## src/rtl/mem_stage_if.sv

```systemverilog
// Shared pipeline types for the memory stage and the data-bus interface it drives.
// The bus carries one request at a time; dresp_data_ok closes it.
package mem_pkg;
   typedef enum logic [1:0] {MSIZE1 = 2'd0, MSIZE2 = 2'd1, MSIZE4 = 2'd2, MSIZE8 = 2'd3} msize_t;

   typedef struct packed {
      logic   regwrite;
      logic   memread;
      logic   memwrite;
      msize_t memsize;
      logic   zeroextwb;
   } control_t;

   typedef struct packed {
      logic        valid;
      logic [63:0] pc;
      logic [31:0] raw_instr;
      control_t    ctl;
      logic [4:0]  ra1;
      logic [4:0]  ra2;
      logic [4:0]  dst;
      logic [11:0] csraddr;
      logic [63:0] csrdata;
      logic [63:0] aluout;
      logic [63:0] memwd;
   } execute_data_t;

   typedef struct packed {
      logic        valid;
      logic [63:0] pc;
      logic [31:0] raw_instr;
      control_t    ctl;
      logic [4:0]  ra1;
      logic [4:0]  ra2;
      logic [4:0]  dst;
      logic [11:0] csraddr;
      logic [63:0] csrdata;
      logic [63:0] writedata;
      logic [63:0] memaddr;
   } memory_data_t;
endpackage

interface mem_stage_if #(
   parameter int ADDR_W = 64,
   parameter int DATA_W = 64
) ();
   logic                  dreq_valid;
   logic [ADDR_W-1:0]     dreq_addr;
   mem_pkg::msize_t       dreq_size;
   logic [DATA_W/8-1:0]   dreq_strobe;
   logic [DATA_W-1:0]     dreq_data;
   logic                  dresp_data_ok;
   logic [DATA_W-1:0]     dresp_data;

   modport master (
      output dreq_valid, dreq_addr, dreq_size, dreq_strobe, dreq_data,
      input  dresp_data_ok, dresp_data
   );
   modport slave (
      input  dreq_valid, dreq_addr, dreq_size, dreq_strobe, dreq_data,
      output dresp_data_ok, dresp_data
   );
endinterface

```

## src/rtl/mem_stage.sv

```systemverilog
// Memory-access stage: one bus transaction per load/store, store lane alignment,
// load extraction/extension, and upstream stall while a transaction is open.
module mem_lane #(
   parameter int NUM_LANES = 8,
   parameter int OFF_W     = 3,
   parameter int LANE      = 0
) (
   input  logic [OFF_W-1:0]          off,
   input  logic [OFF_W:0]            nbytes,
   input  logic [NUM_LANES-1:0][7:0] wd,
   output logic                      strb,
   output logic [7:0]                lane_data
);
   localparam logic [OFF_W:0] LANE_IDX = LANE[OFF_W:0];

   logic [OFF_W:0] rel;
   logic           in_rng;

   // Lane LANE carries source byte LANE-off; lanes below the offset shift in zeros.
   always_comb begin
      rel       = LANE_IDX - {1'b0, off};
      in_rng    = ({1'b0, off} <= LANE_IDX);
      strb      = in_rng && (rel < nbytes);
      lane_data = in_rng ? wd[rel[OFF_W-1:0]] : 8'h00;
   end
endmodule

module mem_stage
   import mem_pkg::*;
#(
   parameter int ADDR_W = 64,
   parameter int DATA_W = 64
) (
   input  logic          clk,
   input  logic          reset,
   input  execute_data_t in_data,
   output logic          mem_stall,
   output memory_data_t  out_data,
   mem_stage_if.master   dbus
);
   localparam int NUM_LANES = DATA_W / 8;
   localparam int OFF_W     = $clog2(NUM_LANES);

   typedef enum logic {IDLE, BUSY} state_t;

   state_t       state;
   memory_data_t lat_m;
   memory_data_t pend;

   logic                      accept, is_mem, done;
   logic [OFF_W-1:0]          req_off;
   logic [OFF_W:0]            req_nbytes;
   logic [NUM_LANES-1:0][7:0] wd, st_data;
   logic [NUM_LANES-1:0]      st_strb;
   logic [DATA_W-1:0]         ld_raw;
   logic [63:0]               ld_val;
   memory_data_t              cmpl;

   function automatic memory_data_t pass_through(execute_data_t d, logic [63:0] wdata);
      memory_data_t m;
      m.valid     = 1'b1;
      m.pc        = d.pc;
      m.raw_instr = d.raw_instr;
      m.ctl       = d.ctl;
      m.ra1       = d.ra1;
      m.ra2       = d.ra2;
      m.dst       = d.dst;
      m.csraddr   = d.csraddr;
      m.csrdata   = d.csrdata;
      m.writedata = wdata;
      m.memaddr   = d.aluout;
      return m;
   endfunction

   assign done      = (state == BUSY) && dbus.dresp_data_ok;
   assign mem_stall = (state == BUSY) && !dbus.dresp_data_ok;
   assign accept    = in_data.valid && !mem_stall;
   assign is_mem    = in_data.ctl.memread || in_data.ctl.memwrite;
   assign req_off   = in_data.aluout[OFF_W-1:0];
   assign wd        = DATA_W'(in_data.memwd);

   always_comb begin
      case (in_data.ctl.memsize)
         MSIZE1:  req_nbytes = (OFF_W+1)'(1);
         MSIZE2:  req_nbytes = (OFF_W+1)'(2);
         MSIZE4:  req_nbytes = (OFF_W+1)'(4);
         default: req_nbytes = (OFF_W+1)'(8);
      endcase
   end

   for (genvar i = 0; i < NUM_LANES; i++) begin : g_lane
      mem_lane #(.NUM_LANES(NUM_LANES), .OFF_W(OFF_W), .LANE(i)) u_lane (
         .off       (req_off),
         .nbytes    (req_nbytes),
         .wd        (wd),
         .strb      (st_strb[i]),
         .lane_data (st_data[i])
      );
   end

   always_comb begin
      ld_raw = dbus.dresp_data >> {lat_m.memaddr[OFF_W-1:0], 3'b000};
      case (lat_m.ctl.memsize)
         MSIZE1:  ld_val = lat_m.ctl.zeroextwb ? 64'(ld_raw[7:0])  : {{56{ld_raw[7]}},  ld_raw[7:0]};
         MSIZE2:  ld_val = lat_m.ctl.zeroextwb ? 64'(ld_raw[15:0]) : {{48{ld_raw[15]}}, ld_raw[15:0]};
         MSIZE4:  ld_val = lat_m.ctl.zeroextwb ? 64'(ld_raw[31:0]) : {{32{ld_raw[31]}}, ld_raw[31:0]};
         default: ld_val = 64'(ld_raw);
      endcase
      cmpl           = lat_m;
      cmpl.valid     = 1'b1;
      cmpl.writedata = lat_m.ctl.memread ? ld_val : 64'd0;
   end

   // A non-memory op accepted on a completion edge cannot share out_data with the
   // finishing load/store, so it waits one edge in pend; pend drains on the next edge.
   always_ff @(posedge clk or negedge reset) begin
      if (!reset) begin
         state            <= IDLE;
         lat_m            <= '0;
         pend             <= '0;
         out_data         <= '0;
         dbus.dreq_valid  <= 1'b0;
         dbus.dreq_addr   <= '0;
         dbus.dreq_size   <= MSIZE1;
         dbus.dreq_strobe <= '0;
         dbus.dreq_data   <= '0;
      end else begin
         if (pend.valid) out_data <= pend;
         else            out_data.valid <= 1'b0;
         pend.valid <= 1'b0;

         if (done) begin
            out_data        <= cmpl;
            state           <= IDLE;
            dbus.dreq_valid <= 1'b0;
         end

         if (accept) begin
            if (is_mem) begin
               state            <= BUSY;
               lat_m            <= pass_through(in_data, 64'd0);
               dbus.dreq_valid  <= 1'b1;
               dbus.dreq_addr   <= ADDR_W'(in_data.aluout);
               dbus.dreq_size   <= in_data.ctl.memsize;
               dbus.dreq_strobe <= in_data.ctl.memwrite ? st_strb : '0;
               dbus.dreq_data   <= st_data;
            end else if (done || pend.valid) begin
               pend <= pass_through(in_data, in_data.aluout);
            end else begin
               out_data <= pass_through(in_data, in_data.aluout);
            end
         end
      end
   end
endmodule
```

## src/flat_wrapper.sv

```systemverilog
// flat-port wrapper written by rule: the top's interface ports become plain ports
module mem_stage_flat import mem_pkg::*;
#(
   parameter int ADDR_W = 64,
   parameter int DATA_W = 64
)
  (clk, reset, in_data, mem_stall, out_data, dbus_dreq_valid, dbus_dreq_addr, dbus_dreq_size, dbus_dreq_strobe, dbus_dreq_data, dbus_dresp_data_ok, dbus_dresp_data);
  mem_stage_if #(.ADDR_W(ADDR_W), .DATA_W(DATA_W)) dbus_i ();
  input  logic clk;
  input  logic reset;
  input  execute_data_t in_data;
  output logic mem_stall;
  output memory_data_t out_data;
  output wire logic [$bits(dbus_i.dreq_valid)-1:0] dbus_dreq_valid;
  output wire logic [$bits(dbus_i.dreq_addr)-1:0] dbus_dreq_addr;
  output wire logic [$bits(dbus_i.dreq_size)-1:0] dbus_dreq_size;
  output wire logic [$bits(dbus_i.dreq_strobe)-1:0] dbus_dreq_strobe;
  output wire logic [$bits(dbus_i.dreq_data)-1:0] dbus_dreq_data;
  input wire logic [$bits(dbus_i.dresp_data_ok)-1:0] dbus_dresp_data_ok;
  input wire logic [$bits(dbus_i.dresp_data)-1:0] dbus_dresp_data;
  assign dbus_dreq_valid = dbus_i.dreq_valid;
  assign dbus_dreq_addr = dbus_i.dreq_addr;
  assign dbus_dreq_size = dbus_i.dreq_size;
  assign dbus_dreq_strobe = dbus_i.dreq_strobe;
  assign dbus_dreq_data = dbus_i.dreq_data;
  assign dbus_i.dresp_data_ok = dbus_dresp_data_ok;
  assign dbus_i.dresp_data = dbus_dresp_data;
  mem_stage #(.ADDR_W(ADDR_W), .DATA_W(DATA_W)) u_core (.clk(clk), .reset(reset), .in_data(in_data), .mem_stall(mem_stall), .out_data(out_data), .dbus(dbus_i));
endmodule
```

## config.mk

```make
export PLATFORM = sky130hd
export DESIGN_NAME = mem_stage_flat
export DESIGN_NICKNAME = d
export VERILOG_FILES = /design/src/rtl/mem_stage_if.sv /design/src/rtl/mem_stage.sv /design/src/flat_wrapper.sv
export SDC_FILE = /design/constraint.sdc
export NUM_CORES = 2
export LEC_CHECK = 0
export CORE_AREA = 4 4 329 331
export DETAILED_ROUTE_END_ITERATION = 8
export DIE_AREA = 0 0 333 335
export PLACE_DENSITY = 0.67
export SETUP_SLACK_MARGIN = 0.2
export SYNTH_ARGS = -nofsm -noshare
export SYNTH_HDL_FRONTEND = slang
export SYNTH_SLANG_ARGS = --single-unit
```

## constraint.sdc

```tcl
create_clock -name clk -period 6.36 [get_ports clk]
set_input_delay 1.272 -clock clk [delete_from_list [all_inputs] [get_ports clk]]
set_output_delay 1.272 -clock clk [all_outputs]
set_load 0.01 [all_outputs]
```

==> flow_summary.json <==
{
  "status": "complete, no violations",
  "die_y_um": 335,
  "r2r-start": "u_core.pend[321]",
  "htreeDepth": 3,
  "period_share_pct": 66.6,
  "period_needed_ns": 4.24,
  "drtIter0Drc": 3356,
  "routedWlPerCell_um": 22.7,
  "drv_cap": 0,
  "cts_tree": "yes",
  "io_buffers": 850,
  "cts_buffer_depth": 3,
  "start_util_pct": 42.3,
  "r2r_slack_ns": 2.60,
  "power_w": 0.0197,
  "cts_setup_buffers": 0,
  "ys.warnings.count": 0,
  "synth_nets": 5353,
  "num-fill-cells": 9405,
  "ios": 851,
  "synth_area_um2": 44500,
  "nNetsFinal": 5951,
  "cp_data_arrival_time_ns": 2.97,
  "antenna_found_initial": 41,
  "cts_sinks": 911,
  "drt-pass1-iter-count": 7,
  "postCtsHoldBufs": 0,
  "final_hold_viol_count": 0,
  "vias": 38300,
  "start_kind": "input pin",
  "syn_to_final_growth_pct": 28.6,
  "root_buffer": "clkbuf_16",
  "path_clk_slew_ns": 0.06,
  "cts_resized": 0,
  "grt_max_degree": 156,
  "setup_viol": 0,
  "synth.distinct_cells": 60,
  "ys_ff_latch": 911,
  "tns_ns": 0,
  "hold_end": "u_core.pend[142]",
  "insertion_delay_ns": 0.69,
  "slew_headroom_pct": 16.7,
  "async_flop_share_pct": 100,
  "dieWidth_um": 333,
  "critPathKind": "input pin to output port",
  "finish.utilization_pct": 54.4,
  "slew_viol_final": 0,
  "end_kind": "output port",
  "core_area_um2": 105000,
  "ys.flop_type": "dfrtp_1",
  "dp_hpwl_um": 109000,
  "power_leakage_nw": 25.7,
  "dieArea_um2": 112000,
  "rows": 119,
  "routed_wl_um": 160000,
  "seq_area_frac_synth_pct": 51.2,
  "gp_congestion": 0.940,
  "detail-route-antenna-nets": 0,
  "fmax_mhz": 236,
  "path_max_fanout": 4,
  "hold_class": "flop to flop",
  "r2r_end": "u_core.out_data[187]",
  "grt_pass1_wl_um": 238000,
  "syn-instance-count": 4932,
  "post_drt_via_cell_ratio": 5.44,
  "cp.required_ns": 5.09,
  "powerDensity_nw_per_um2": 344,
  "hold_depth": 2,
  "power.ir.vdd_worst_mv": 0.262,
  "skew_ns": 0.0290,
  "min_from": "u_core.pend[142]",
  "avgSynthCellArea_um2": 9.02,
  "post-place-cells": 6818,
  "drc": 0,
  "grt-ovfl-total": 0,
  "stdcell_count": 7031,
  "worst_pin_slew_ns": 1.25,
  "drive_gt1_share_pct": 6.75,
  "synth_edf_count": 0,
  "cts_made_buffers": 101,
  "grtUsageTotal_pct": 27.6,
  "grt_pass1_vias": 36900,
  "rsz0062_at_grt": "no",
  "reg2reg_depth": 6
}
[synth_stat cells (3+ instances only)]
master	count	area share, %
a211oi_1	3	0.051
o221ai_1	8	0.16
nand2_1	1852	16
buf_1	36	0.30
a21o_1	3	0.051
o221ai_2	30	1.0
o21ai_0	474	5.3
buf_2	70	0.79
o211ai_1	4	0.067
or3_1	10	0.14
and2_1	12	0.17
buf_4	69	1.2
ha_1	32	0.90
nor2_1	225	1.9
inv_1	66	0.56
a31oi_1	8	0.11
o41ai_1	6	0.12
a21oi_1	277	3.1
mux4_2	79	4.0
mux2i_1	381	8.6
clkbuf_1	228	1.9
a22o_1	8	0.16
o22a_1	4	0.079
buf_6	5	0.13
mux2_2	18	0.46
nor2b_1	9	0.13
a32oi_1	7	0.14
dfrtp_1	911	51
nand2b_1	39	0.55
o2111ai_1	8	0.16
inv_2	4	0.034
o22ai_1	12	0.17
[registers in the layout, indices dropped and copies added (netlist names)]
register                 cells
u_core.dbus.dreq_addr       64
u_core.dbus.dreq_size        2
u_core.dbus.dreq_valid       1
u_core.out_data            322
u_core.dbus.dreq_strobe      8
u_core.pend                258
u_core.dbus.dreq_data       64
u_core.cmpl                191
u_core.state                 1
[routing by layer]
metal | up-vias | track usage (%) | part of all wire (%)
li1 | 17500 | - | -
met1 | 18700 | 35.5 | 40
met2 | 1641 | 43.4 | 46
met3 | 350 | 7.28 | 9.0
met4 | 24 | 13.6 | 5.1
met5 | - | 0 | 0.10
[power breakdown]
group          total [W]  switching [W]  leakage [nW]  internal [W]
Combinational    0.00534        0.00280          12.5       0.00254
Sequential       0.00806       0.000935          11.4       0.00713
Clock            0.00628        0.00254          1.77       0.00374
Total             0.0197        0.00627          25.7        0.0134
[area by class of cell]
type / instances / area, um^2 / area share, %
clock inverter: 36 / 561 / 0.980
antenna: 28 / 70.1 / 0.122
tap: 1391 / 1740 / 3.04
sequential: 911 / 22800 / 39.9
inverter: 72 / 278 / 0.486
clock buffer: 149 / 3050 / 5.33
timing repair buffer: 903 / 9140 / 16.0
multi-input combinational: 3541 / 19600 / 34.2
[kinds of logic after synthesis]
family | synth area share (%)
and+or+nand+nor | 18.8
DFF | 51.2
AOI/OAI and AO/OA | 11.0
adders and majority gates | 0.900
buffers and inverters | 4.91
muxes | 13.1
[metrics by stage]
| step | hold WS [ns] | area, um^2 | setup slack (ns) |
|---|---|---|---|
| after detailed placement | 0.462 | 53500 | 1.92 |
| after global routing | 0.490 | 57200 | 2.08 |
| after floorplan | 0.445 | 44500 | 2.04 |
| after CTS | 0.476 | 57100 | 2.10 |
| final | 0.471 | 57200 | 2.12 |
| after global placement | 0.457 | 53500 | 1.99 |
[worst max-delay path by stage]
| stage | start | endpoint |
|---|---|---|
| 2_1_floorplan | in_data[64] | u_core.dbus.dreq_strobe[4] |
| 3_3_place_gp | dbus_dresp_data_ok | u_core.pend[220] |
| 3_5_place_dp | dbus_dresp_data_ok | u_core.pend[220] |
| 4_1_cts | dbus_dresp_data_ok | mem_stall |
| 5_1_grt | dbus_dresp_data_ok | mem_stall |
| 6_report | dbus_dresp_data_ok | mem_stall |
[critical path, cell delays in order]
cell             delay [ns]
clkdlybuf4s50_1        0.50
nand2b_1               0.30
inv_1                  0.11
clkdlybuf4s50_1        0.77
[placed cells by master (no fill, tap or decap), types with 4 or more instances in the layout]
master / synthesis / layout
a21oi_1: 277 / 277
clkinv_2: 0 / 13
o221ai_2: 30 / 30
a31oi_1: 8 / 8
clkbuf_8: 0 / 34
diode_2: 0 / 28
o221ai_1: 8 / 8
and2_1: 12 / 11
mux2_2: 18 / 18
nor2_1: 225 / 225
buf_4: 69 / 35
nand2_1: 1852 / 1850
clkbuf_16: 0 / 101
o21ai_0: 474 / 474
o22ai_1: 12 / 12
mux2i_1: 381 / 381
mux4_2: 79 / 79
ha_1: 32 / 32
nand2b_1: 39 / 38
clkinvlp_4: 0 / 4
clkbuf_1: 228 / 14
dfrtp_1: 911 / 908
o2111ai_1: 8 / 8
a22o_1: 8 / 8
nor2b_1: 9 / 7
clkdlybuf4s50_1: 0 / 847
o41ai_1: 6 / 6
o211ai_1: 4 / 4
o22a_1: 4 / 4
bufinv_16: 0 / 10
inv_1: 66 / 66
buf_12: 0 / 19
or3_1: 10 / 10
a32oi_1: 7 / 7
No activity file was read; power rests on OpenSTA's default activity.
